--- config.mk ---
export PLATFORM = sky130hd
export DESIGN_NAME = fetch_exec_ctrl_flat
export DESIGN_NICKNAME = d
export VERILOG_FILES = /design/src/rtl/fetch_exec_ctrl_if.sv /design/src/rtl/fetch_exec_ctrl.sv /design/src/flat_wrapper.sv
export SDC_FILE = /design/constraint.sdc
export NUM_CORES = 1
export LEC_CHECK = 0
export ABC_AREA = 1
export CAP_MARGIN = 5
export CORE_MARGIN = 5
export CORE_UTILIZATION = 44
export CTS_CLUSTER_SIZE = 24
export DETAILED_ROUTE_END_ITERATION = 6
export GPL_TIMING_DRIVEN = 1
export HOLD_SLACK_MARGIN = 0.12
export PLACE_DENSITY = 0.76
export RECOVER_POWER = 50
export SLEW_MARGIN = 25
export SYNTH_ARGS = -nofsm -noshare
export SYNTH_HDL_FRONTEND = slang
export SYNTH_SLANG_ARGS = --single-unit
--- constraint.sdc ---
create_clock -name clk -period 1.11 [get_ports clk]
set_input_delay 0.333 -clock clk [delete_from_list [all_inputs] [get_ports clk]]
set_output_delay 0.333 -clock clk [all_outputs]
set_load 0.05 [all_outputs]
--- src/rtl/fetch_exec_ctrl_if.sv ---
// fetch_exec_ctrl_if
// Bundles the sequencer's connections to the instruction register, the
// register file and the ALU.
//   master : the sequencer (fetch_exec_ctrl)
//   slave  : the datapath side (inst_reg / registers / alu)
// Signals:
//   start      : begin execution from PC 0 (to master)
//   pc, ir_en  : instruction address and IR enable (from master)
//   ir_data    : 16-bit instruction, valid while ir_en is high (to master)
//   rf_addr, rf_rd, rf_wr, rf_wdata : register file access (from master)
//   rf_rdata   : combinational read data (to master)
//   alu_opcode, alu_a, alu_b : ALU controls/operands (from master)
//   alu_out    : combinational ALU result (to master)
//   busy, halted, instr_done : status (from master)
//   step       : single-step release, only when CTRL_SINGLE_STEP_EN is defined
interface fetch_exec_ctrl_if #(
  parameter int PC_W   = 2,
  parameter int DATA_W = 8
);
  logic              start;
  logic [PC_W-1:0]   pc;
  logic              ir_en;
  logic [15:0]       ir_data;
  logic [1:0]        rf_addr;
  logic              rf_rd;
  logic              rf_wr;
  logic [DATA_W-1:0] rf_wdata;
  logic [DATA_W-1:0] rf_rdata;
  logic [2:0]        alu_opcode;
  logic [DATA_W-1:0] alu_a;
  logic [DATA_W-1:0] alu_b;
  logic [DATA_W-1:0] alu_out;
  logic              busy;
  logic              halted;
  logic              instr_done;
`ifdef CTRL_SINGLE_STEP_EN
  logic              step;
`endif

  modport master (
    input  start, ir_data, rf_rdata, alu_out,
`ifdef CTRL_SINGLE_STEP_EN
    input  step,
`endif
    output pc, ir_en, rf_addr, rf_rd, rf_wr, rf_wdata,
    output alu_opcode, alu_a, alu_b, busy, halted, instr_done
  );

  modport slave (
    output start, ir_data, rf_rdata, alu_out,
`ifdef CTRL_SINGLE_STEP_EN
    output step,
`endif
    input  pc, ir_en, rf_addr, rf_rd, rf_wr, rf_wdata,
    input  alu_opcode, alu_a, alu_b, busy, halted, instr_done
  );
endinterface

--- src/rtl/fetch_exec_ctrl.sv ---
// fetch_exec_ctrl
// Fetch/decode/execute sequencer. Fetches a 16-bit instruction through the
// instruction register, decodes it and runs the register-file read, ALU and
// write-back cycles. Instructions: LDI (1000), HALT (1001), ALU (0xxx);
// any other encoding retires as a NOP.
// Ports:
//   clk   : rising-edge clock
//   rst_n : asynchronous active-low reset
//   bus   : fetch_exec_ctrl_if.master (see interface file for signal list)
// Optional build macro CTRL_SINGLE_STEP_EN: adds bus.step and a PAUSE state
// entered after every retired instruction; step=1 releases it to FETCH.
// All outputs are registered: each transition loads the output values
// belonging to the state being entered.
module fetch_exec_ctrl #(
  parameter int PC_W   = 2,
  parameter int DATA_W = 8
) (
  input  logic                clk,
  input  logic                rst_n,
  fetch_exec_ctrl_if.master   bus
);

  typedef enum logic [3:0] {
    S_IDLE, S_FETCH, S_DECODE, S_WB_IMM, S_RD_A, S_RD_B, S_EXEC, S_WB_ALU,
    S_HALTED
`ifdef CTRL_SINGLE_STEP_EN
    , S_PAUSE
`endif
  } state_t;

  function automatic logic is_ldi(input logic [15:0] ir);
    return ir[15:12] == 4'b1000;
  endfunction

  function automatic logic is_halt(input logic [15:0] ir);
    return ir[15:12] == 4'b1001;
  endfunction

  function automatic logic is_illegal(input logic [15:0] ir);
    return ir[15] && !is_ldi(ir) && !is_halt(ir);
  endfunction

  state_t            state_q, state_d;
  logic [PC_W-1:0]   pc_q, pc_d;
  logic [15:0]       ir_q, ir_d;
  logic [DATA_W-1:0] opa_q, opa_d;
  logic              ir_en_q, ir_en_d;
  logic              rf_rd_q, rf_rd_d;
  logic              rf_wr_q, rf_wr_d;
  logic [1:0]        rf_addr_q, rf_addr_d;
  logic [DATA_W-1:0] rf_wdata_q, rf_wdata_d;   // also holds the ALU result
  logic [2:0]        alu_op_q, alu_op_d;
  logic [DATA_W-1:0] alu_a_q, alu_a_d;
  logic [DATA_W-1:0] alu_b_q, alu_b_d;         // doubles as operand B register
  logic              busy_q, busy_d;
  logic              halted_q, halted_d;
  logic              done_q, done_d;
  logic              retire;

  // ir[11:10] carry no meaning in any encoding.
  logic unused_ir_bits;
  assign unused_ir_bits = ^ir_q[11:10];

  always_comb begin
    state_d    = state_q;
    pc_d       = pc_q;
    ir_d       = ir_q;
    opa_d      = opa_q;
    ir_en_d    = 1'b0;
    rf_rd_d    = 1'b0;
    rf_wr_d    = 1'b0;
    done_d     = 1'b0;
    rf_addr_d  = rf_addr_q;
    rf_wdata_d = rf_wdata_q;
    alu_op_d   = alu_op_q;
    alu_a_d    = alu_a_q;
    alu_b_d    = alu_b_q;
    retire     = 1'b0;

    case (state_q)
      S_IDLE, S_HALTED: begin
        if (bus.start) begin
          state_d = S_FETCH;
          pc_d    = '0;
          ir_en_d = 1'b1;
        end
      end
      S_FETCH: begin
        ir_d    = bus.ir_data;
        state_d = S_DECODE;
        // An illegal op retires in DECODE, so its pulse is loaded now.
        done_d  = is_illegal(bus.ir_data);
      end
      S_DECODE: begin
        if (is_ldi(ir_q)) begin
          state_d    = S_WB_IMM;
          rf_wr_d    = 1'b1;
          rf_addr_d  = ir_q[9:8];
          rf_wdata_d = DATA_W'(ir_q[7:0]);
          done_d     = 1'b1;
        end else if (is_halt(ir_q)) begin
          state_d = S_HALTED;
        end else if (!ir_q[15]) begin
          state_d   = S_RD_A;
          rf_rd_d   = 1'b1;
          rf_addr_d = ir_q[5:4];
        end else begin
          pc_d   = pc_q + PC_W'(1);
          retire = 1'b1;
        end
      end
      S_RD_A: begin
        opa_d     = bus.rf_rdata;
        state_d   = S_RD_B;
        rf_rd_d   = 1'b1;
        rf_addr_d = ir_q[1:0];
      end
      S_RD_B: begin
        // Operand B goes straight into the ALU operand register.
        state_d  = S_EXEC;
        alu_op_d = ir_q[15:13];
        alu_a_d  = opa_q;
        alu_b_d  = bus.rf_rdata;
      end
      S_EXEC: begin
        state_d    = S_WB_ALU;
        rf_wr_d    = 1'b1;
        rf_addr_d  = ir_q[9:8];
        rf_wdata_d = bus.alu_out;
        done_d     = 1'b1;
      end
      S_WB_IMM, S_WB_ALU: begin
        pc_d   = pc_q + PC_W'(1);
        retire = 1'b1;
      end
`ifdef CTRL_SINGLE_STEP_EN
      S_PAUSE: begin
        if (bus.step) begin
          state_d = S_FETCH;
          ir_en_d = 1'b1;
        end
      end
`endif
      default: state_d = S_IDLE;
    endcase

    if (retire) begin
`ifdef CTRL_SINGLE_STEP_EN
      state_d = S_PAUSE;
`else
      state_d = S_FETCH;
      ir_en_d = 1'b1;
`endif
    end

    busy_d   = !(state_d == S_IDLE || state_d == S_HALTED);
    halted_d = (state_d == S_HALTED);
  end

  always_ff @(posedge clk or negedge rst_n) begin
    if (!rst_n) begin
      state_q    <= S_IDLE;
      pc_q       <= '0;
      ir_q       <= '0;
      opa_q      <= '0;
      ir_en_q    <= 1'b0;
      rf_rd_q    <= 1'b0;
      rf_wr_q    <= 1'b0;
      rf_addr_q  <= '0;
      rf_wdata_q <= '0;
      alu_op_q   <= '0;
      alu_a_q    <= '0;
      alu_b_q    <= '0;
      busy_q     <= 1'b0;
      halted_q   <= 1'b0;
      done_q     <= 1'b0;
    end else begin
      state_q    <= state_d;
      pc_q       <= pc_d;
      ir_q       <= ir_d;
      opa_q      <= opa_d;
      ir_en_q    <= ir_en_d;
      rf_rd_q    <= rf_rd_d;
      rf_wr_q    <= rf_wr_d;
      rf_addr_q  <= rf_addr_d;
      rf_wdata_q <= rf_wdata_d;
      alu_op_q   <= alu_op_d;
      alu_a_q    <= alu_a_d;
      alu_b_q    <= alu_b_d;
      busy_q     <= busy_d;
      halted_q   <= halted_d;
      done_q     <= done_d;
    end
  end

  assign bus.pc         = pc_q;
  assign bus.ir_en      = ir_en_q;
  assign bus.rf_addr    = rf_addr_q;
  assign bus.rf_rd      = rf_rd_q;
  assign bus.rf_wr      = rf_wr_q;
  assign bus.rf_wdata   = rf_wdata_q;
  assign bus.alu_opcode = alu_op_q;
  assign bus.alu_a      = alu_a_q;
  assign bus.alu_b      = alu_b_q;
  assign bus.busy       = busy_q;
  assign bus.halted     = halted_q;
  assign bus.instr_done = done_q;

endmodule

--- src/flat_wrapper.sv ---
// flat-port wrapper written by rule: the top's interface ports become plain ports
module fetch_exec_ctrl_flat 
#(
  parameter int PC_W   = 2,
  parameter int DATA_W = 8
)
  (clk, rst_n, bus_start, bus_ir_data, bus_rf_rdata, bus_alu_out, bus_pc, bus_ir_en, bus_rf_addr, bus_rf_rd, bus_rf_wr, bus_rf_wdata, bus_alu_opcode, bus_alu_a, bus_alu_b, bus_busy, bus_halted, bus_instr_done);
  fetch_exec_ctrl_if #(.PC_W(PC_W), .DATA_W(DATA_W)) bus_i ();
  input  logic clk;
  input  logic rst_n;
  input wire logic [$bits(bus_i.start)-1:0] bus_start;
  input wire logic [$bits(bus_i.ir_data)-1:0] bus_ir_data;
  input wire logic [$bits(bus_i.rf_rdata)-1:0] bus_rf_rdata;
  input wire logic [$bits(bus_i.alu_out)-1:0] bus_alu_out;
  output wire logic [$bits(bus_i.pc)-1:0] bus_pc;
  output wire logic [$bits(bus_i.ir_en)-1:0] bus_ir_en;
  output wire logic [$bits(bus_i.rf_addr)-1:0] bus_rf_addr;
  output wire logic [$bits(bus_i.rf_rd)-1:0] bus_rf_rd;
  output wire logic [$bits(bus_i.rf_wr)-1:0] bus_rf_wr;
  output wire logic [$bits(bus_i.rf_wdata)-1:0] bus_rf_wdata;
  output wire logic [$bits(bus_i.alu_opcode)-1:0] bus_alu_opcode;
  output wire logic [$bits(bus_i.alu_a)-1:0] bus_alu_a;
  output wire logic [$bits(bus_i.alu_b)-1:0] bus_alu_b;
  output wire logic [$bits(bus_i.busy)-1:0] bus_busy;
  output wire logic [$bits(bus_i.halted)-1:0] bus_halted;
  output wire logic [$bits(bus_i.instr_done)-1:0] bus_instr_done;
  assign bus_i.start = bus_start;
  assign bus_i.ir_data = bus_ir_data;
  assign bus_i.rf_rdata = bus_rf_rdata;
  assign bus_i.alu_out = bus_alu_out;
  assign bus_pc = bus_i.pc;
  assign bus_ir_en = bus_i.ir_en;
  assign bus_rf_addr = bus_i.rf_addr;
  assign bus_rf_rd = bus_i.rf_rd;
  assign bus_rf_wr = bus_i.rf_wr;
  assign bus_rf_wdata = bus_i.rf_wdata;
  assign bus_alu_opcode = bus_i.alu_opcode;
  assign bus_alu_a = bus_i.alu_a;
  assign bus_alu_b = bus_i.alu_b;
  assign bus_busy = bus_i.busy;
  assign bus_halted = bus_i.halted;
  assign bus_instr_done = bus_i.instr_done;
  fetch_exec_ctrl #(.PC_W(PC_W), .DATA_W(DATA_W)) u_core (.clk(clk), .rst_n(rst_n), .bus(bus_i));
endmodule
After elaboration in Yosys (flattened, before gate mapping) --
Index checks and enable logic that the tools add are counted.
Storage, ports and cells: output and inout port bits 37, logic and storage cells 83, bits in latches 0, bits in writable memories 0, memories kept 0, register bits 65, memory bits (read-only) 0
Operators by class: shift operators 0, bitwise operators 0, multipliers 0, div/mod/pow operators 0, reductions and logical operators 16, add/sub/neg operators 1, magnitude comparators 0, muxes and demuxes 31, equal/unequal tests 20
Operators with widths (count):
- 4-bit one-hot mux with 7 select lines | 1
- 4-bit == test (second input constant) | 6
- 4-bit two-way mux | 5
- 4-bit by 3-bit == test with 1-bit output (second input constant) | 4
- 8-bit one-hot mux with 2 select lines | 1
- 2-bit two-way mux | 7
- 2-bit one-hot mux with 3 select lines | 2
- 1-bit two-way mux | 10
- 4-bit by 2-bit == test with 1-bit output (second input constant) | 2
- 4-bit logical NOT | 2
- 8-bit two-way mux | 1
- 2-bit != test (second input constant) | 3
- 1-bit one-hot mux with 2 select lines | 3
- 3-bit nonzero test | 2
- 5-bit AND reduction | 1
- 4-bit by 1-bit == test with 1-bit output (second input constant) | 1
- 2-bit by 1-bit != test with 1-bit output (second input constant) | 2
- 2-bit OR reduction | 2
- 1-bit logical NOT | 3
- 3-bit by 2-bit != test with 1-bit output (second input constant) | 1
- 3-bit != test (second input constant) | 1
- 1-bit one-hot mux with 3 select lines | 1
- 3-bit AND reduction | 1
- 2-bit by 1-bit adder with 2-bit output (second input constant) | 1
- 4 further kinds | 5

Depth between registers and ports, before layout --
Gate-level depths: netlist of run 1.
depth in word-level cells 8, depth in mapped cells 9, depth with buffers taken out 9

Worst setup path before layout of run 1 --
OpenSTA, ideal clock, no wires.
path type register to register, from register u_core.state_q[1], to register u_core.alu_a_q[0], in the netlist u_core.bus.alu_a[0], period minus slack after synthesis 1.230 ns, cell stages (with the launch flop) 5, slack -0.120 ns, library setup time 0.125 ns, arrival 1.105 ns, data required time 0.985 ns, cells stage by stage dfrtp_1 -> nor2_2 -> nand2_1 -> buf_6 -> mux2_4
Between the ends: word-level cells in the longest chain between the ends 1
Ends and longest elaborated chain:
- start: declaration | line fetch_exec_ctrl.sv:43 | state_t state_q, state_d;
- start signal: assignment | line fetch_exec_ctrl.sv:178 | state_q <= state_d;
- 4-bit by 3-bit == test with 1-bit output | line fetch_exec_ctrl.sv:80 | case (state_q)
- end signal: assignment | line fetch_exec_ctrl.sv:188 | alu_a_q <= alu_a_d;
- end: declaration | line fetch_exec_ctrl.sv:53 | logic [DATA_W-1:0] alu_a_q, alu_a_d;
No other way between the ends. A chain may end at the register's enable or synchronous reset.

Final worst setup path of run 1 --
from register u_core.state_q[2], to register u_core.rf_addr_q[0], in the netlist u_core.bus.rf_addr[0]
Between the ends: word-level cells in the longest chain between the ends 3, elaborated cells on any way between the ends 8, those cells by class eq/ne (5); mux (1); reduce/logical (2)
Ends and longest elaborated chain:
- 4-bit by 2-bit == test with 1-bit output or 4-bit by 3-bit == test with 1-bit output (tied branches) | line fetch_exec_ctrl.sv:80
- 3-bit != test (no line), or another cell as far along
- 3-bit AND reduction (no line)
- end signal: assignment | line fetch_exec_ctrl.sv:185 | rf_addr_q <= rf_addr_d;
- end: declaration | line fetch_exec_ctrl.sv:50 | logic [1:0] rf_addr_q, rf_addr_d;
Parallel ways exist; a longest one is shown, timed or not.

==> out/results.tsv, run 1 <==
stage	metric	value	unit
timing	Max Clock Freq	715.5	MHz
timing	max-slew violation count	0	
routing	DR WL/cell	17.39	um
synth	Cell Area, Synth	2758	um^2
routing	Highest Signal Layer	met4	
setup_path	CP Max Fanout	4	
synth	Yosys warning count	0	
routing	routed vias/inst	5.193	
finish	layout cell share with drive strength beyond 1	0.4329	
synth	Commonest cells post-synth	nand2_1 (91), dfrtp_1 (63), inv_1 (30)	
setup_path	Worst setup startpoint	u_core.state_q[2]$_DFF_PN0_	
timing	RSZ-0062 raised after global routing	yes	
status	failing checks	setup timing	
timing	crit path time final	1.398	ns
synth	Main synth FF type	dfrtp_1	
run	max_cap viols	0	
routing	Final ANT Viol Nets	0	
synth	synthesized area per cell	9.348	um^2
floorplan	die width	89.17	um
synth	Synth area leader	dfrtp_1	
clock_network	insertion delay to the later sink of the worst-skew pair	0.34	ns
setup_path	CP Capture Type	flip-flop	
place	Final Wtd Congestion	0.8841	
setup_path	CP required	1.39	ns
floorplan	Die ar.	7950	um^2
timing	Setup violations, final	100	
routing	Post-Route M1 WL	3418	um
finish	final net count	462	
timing	Final Skew	0.005056	ns
floorplan	Site Rows	28	
routing	DRT Pass-1 Iters	5	
synth	Synth async-reset ratio	1.000	
global_route	vias in the first global route	2589	
finish	area grow syn2layout	74.41	%
global_route	GRT overflow	0	
routing	initial drt markers	273	
setup_path	Critical Path Most Common Cell	nand2_1	
setup_path	crit path kind	flip-flop to flip-flop	
status	status	finished, violations left	
power	P_leak	2.340	nW
timing	Hold Fails Final Rpt	0	
synth	post-synth top area share	0.5717	
power	Reg power frac	0.260	
floorplan	Boundary Pins	72	
clock_network	clock-pin slew on the worst setup and hold paths	0.07	ns
power	combinational share of power	0.609	
floorplan	Core Region	5991	um^2
floorplan	initial core utilization	0.4603	
power	P_sw	0.007283	W
timing	relative slew slack	0.6211	
synth	top cells by area, synth	dfrtp_1 (57%), nand2_1 (12%), o21ai_0 (4.5%), mux2_4 (4.4%), inv_1 (4.1%)	
synth	count leader, synth	nand2_1	
power	Power Density	3500	nW/um^2
synth	synthesized instance count	295	
synth	synth unique cells	25	
finish	utilization after layout	0.8028	
place	port bufs	69	
global_route	largest net degree at the start of global routing	64	
timing	Setup TNS	-15.44	ns
synth	Syn Nets	330	
setup_path	Worst R2R Start	u_core.state_q[2]$_DFF_PN0_	
synth	post-synthesis sequential area ratio	0.5717	
setup_path	R2R Path End	u_core.bus.rf_addr[0]$_DFFE_PN0P_	
floorplan	Die Ht	89.17	um
synth	Yosys reg bits	63	
setup_path	Startpoint Class	flip-flop	
power	sw frac	0.4327	
finish	antenna cells	0	
timing	crit share post-route	1.259	
finish	Reg area	1579	um^2
setup_path	CP endpoint	u_core.bus.rf_addr[0]$_DFFE_PN0P_	
setup_path	path depth of the worst reg2reg path	9	
routing	met3 wire length	430	um
clock_network	CTS root buf	clkbuf_8	
setup_path	Data arrival, critical path	1.68	ns
clock_network	CTS sink cnt	63	
clock_network	Longest Clk Path Bufs	2	
routing	vias post-DR	2633	
clock_network	H-tree depth	3	
routing	drt total wl	8816	um
setup_path	largest stage delay on the critical path	0.39	ns
routing	DRC viols	0	
clock_network	cts bufs inserted	9	
timing	setup ws final	-0.2876	ns
setup_path	crit-path cells	inv_2 -> nor2_4 -> nand2_2 -> buf_4 -> o21ai_1 -> inv_1 -> nand2_1 -> nand2_1 -> nand2_1	
setup_path	Worst R2R Setup Slack	-0.29	ns
global_route	initial antenna violation count	0	
timing	measured slew at the worst slew-check pin	0.5684	ns
place	Detail Placement HPWL	4835	um
global_route	first-pass GRT wire length	12400	um
finish	multi-input logic area	1175	um^2
global_route	GRT Util Overall	0.2083	
power	internal power	0.009551	W
finish	Filler cells	306	
clock_network	CTS tree	built	
power	Max IR drop VDD	2.010	mV
worst_hold_path	Worst Hold Class	flip-flop to flip-flop	
routing	met2 WL	4749	um
synth	Post-synth EDFFs	0	
power	clock share of power	0.132	
setup_path	Slowest-stage cell, CP	dfrtp_1	
## power groups by stage
| stage | clock [W] | sequential (W) | combinational (W) |
|---|---|---|---|
| finish | 0.00222 | 0.00437 | 0.0102 |
| global route | 0.00235 | 0.00450 | 0.0108 |
| CTS | 0.00221 | 0.00432 | 0.00934 |
| detailed placement | 0 | 0.00435 | 0.00847 |
| global placement | 0 | 0.00428 | 0.00830 |
| floorplan | 0 | 0.00601 | 0.00261 |
## state kept, by name, indices dropped and copies added (netlist names)
register / flops
u_core.bus.alu_a: 8
u_core.bus.alu_b: 8
u_core.bus.alu_opcode: 3
u_core.bus.busy: 1
u_core.bus.halted: 1
u_core.bus.instr_done: 1
u_core.bus.ir_en: 1
u_core.bus.pc: 2
u_core.bus.rf_addr: 2
u_core.bus.rf_rd: 1
u_core.bus.rf_wdata: 8
u_core.bus.rf_wr: 1
u_core.ir_q: 14
u_core.opa_q: 8
u_core.state_q: 4
## per-stage QoR
stage | worst slack (ns) | instance area, um^2 | total power (W) | cells | hold WS (ns)
2_1_floorplan | -0.1202 | 2785 | 0.008619 | 295 | 0.03741
3_3_place_gp | -0.2006 | 4154 | 0.01258 | 462 | 0.3685
3_5_place_dp | -0.2244 | 4154 | 0.01282 | 462 | 0.3740
4_1_cts | -0.2101 | 4622 | 0.01587 | 493 | 0.4838
5_1_grt | -0.3654 | 4810 | 0.01765 | 507 | 0.5202
6_report | -0.2876 | 4810 | 0.01683 | 507 | 0.4991
## how the worst min path moves through the flow
stage          slack [ns]                   startpoint  depth (start not counted)                               to
4_1_cts              0.48   u_core.ir_q[3]$_DFFE_PN0P_                          2       u_core.ir_q[3]$_DFFE_PN0P_
2_1_floorplan        0.04                        rst_n                          0  u_core.bus.alu_a[0]$_DFFE_PN0N_
3_3_place_gp         0.37                        rst_n                          2  u_core.bus.alu_b[5]$_DFFE_PN0N_
3_5_place_dp         0.37                        rst_n                          2      u_core.opa_q[5]$_DFFE_PN0N_
6_report             0.50  u_core.opa_q[3]$_DFFE_PN0N_                          2      u_core.opa_q[3]$_DFFE_PN0N_
5_1_grt              0.52  u_core.opa_q[2]$_DFFE_PN0N_                          2      u_core.opa_q[2]$_DFFE_PN0N_
## final cells by class
cell class / count / share of cell area
Inverter: 34 / 0.02810
Clock inverter: 7 / 0.02029
Sequential cell: 63 / 0.3283
Multi-Input combinational cell: 191 / 0.2443
Tap cell: 75 / 0.01951
Timing Repair Buffer: 128 / 0.3338
Clock buffer: 9 / 0.02575
## repair_timing
action	4_1_cts	5_1_grt
gates resized for setup	36	33
buffers inserted	12	13
hold buffers	1	0
cloned	2	1
setup endpoints to repair	100	100
hold endpoints to repair	63	0
pin swaps	10	9
## routing by layer
layer	vias up	track usage
met1	1294	0.2524
li1	1204	-
met3	26	0.03871
met2	109	0.3684
met5	-	0
met4	0	0.07713
## cells by family after synthesis
kind of cell	count (synthesis)	share of synthesized area
AOI/OAI and AO/OA	48	0.09165
buffers and inverters	43	0.07214
DFF	63	0.5717
muxes	8	0.04356
and+or+nand+nor	133	0.2210
## worst max-delay path: cells and delay by family (launching register included)
family                 cells  cell delay, ns
flip-flops                 1            0.39
AO/OA/AOI/OAI              1            0.15
buffers and inverters      3            0.31
AND/OR/NAND/NOR            5            0.49
## layout by cell type (no fill, tap or decap), drive strengths merged
cell type	Yosys	layout
nand4	1	1
dfrtp	63	63
clkdlybuf4s50	0	31
clkbuf	3	9
nand2	99	101
mux2	8	8
a21oi	1	1
a31oi	8	8
dlygate4sd3	0	1
o21bai	1	1
nand3	7	7
bufinv	0	2
inv	34	34
nor2	24	24
clkinv	0	3
o21ai	38	38
nor3	2	2
clkinvlp	0	2
buf	6	96
Power figures use the tool's default switching activity.
==> inputs of run 2 (changes only) <==
--- a/config.mk
+++ b/config.mk
@@ -9,7 +9,7 @@
 export CAP_MARGIN = 5
 export CORE_MARGIN = 5
 export CORE_UTILIZATION = 44
-export CTS_CLUSTER_SIZE = 24
+export CTS_CLUSTER_SIZE = 16
 export DETAILED_ROUTE_END_ITERATION = 6
 export GPL_TIMING_DRIVEN = 1
 export HOLD_SLACK_MARGIN = 0.12
==> results of run 2 <==
Same layout as run 1: the final DEF is identical, and so are final timing and power.
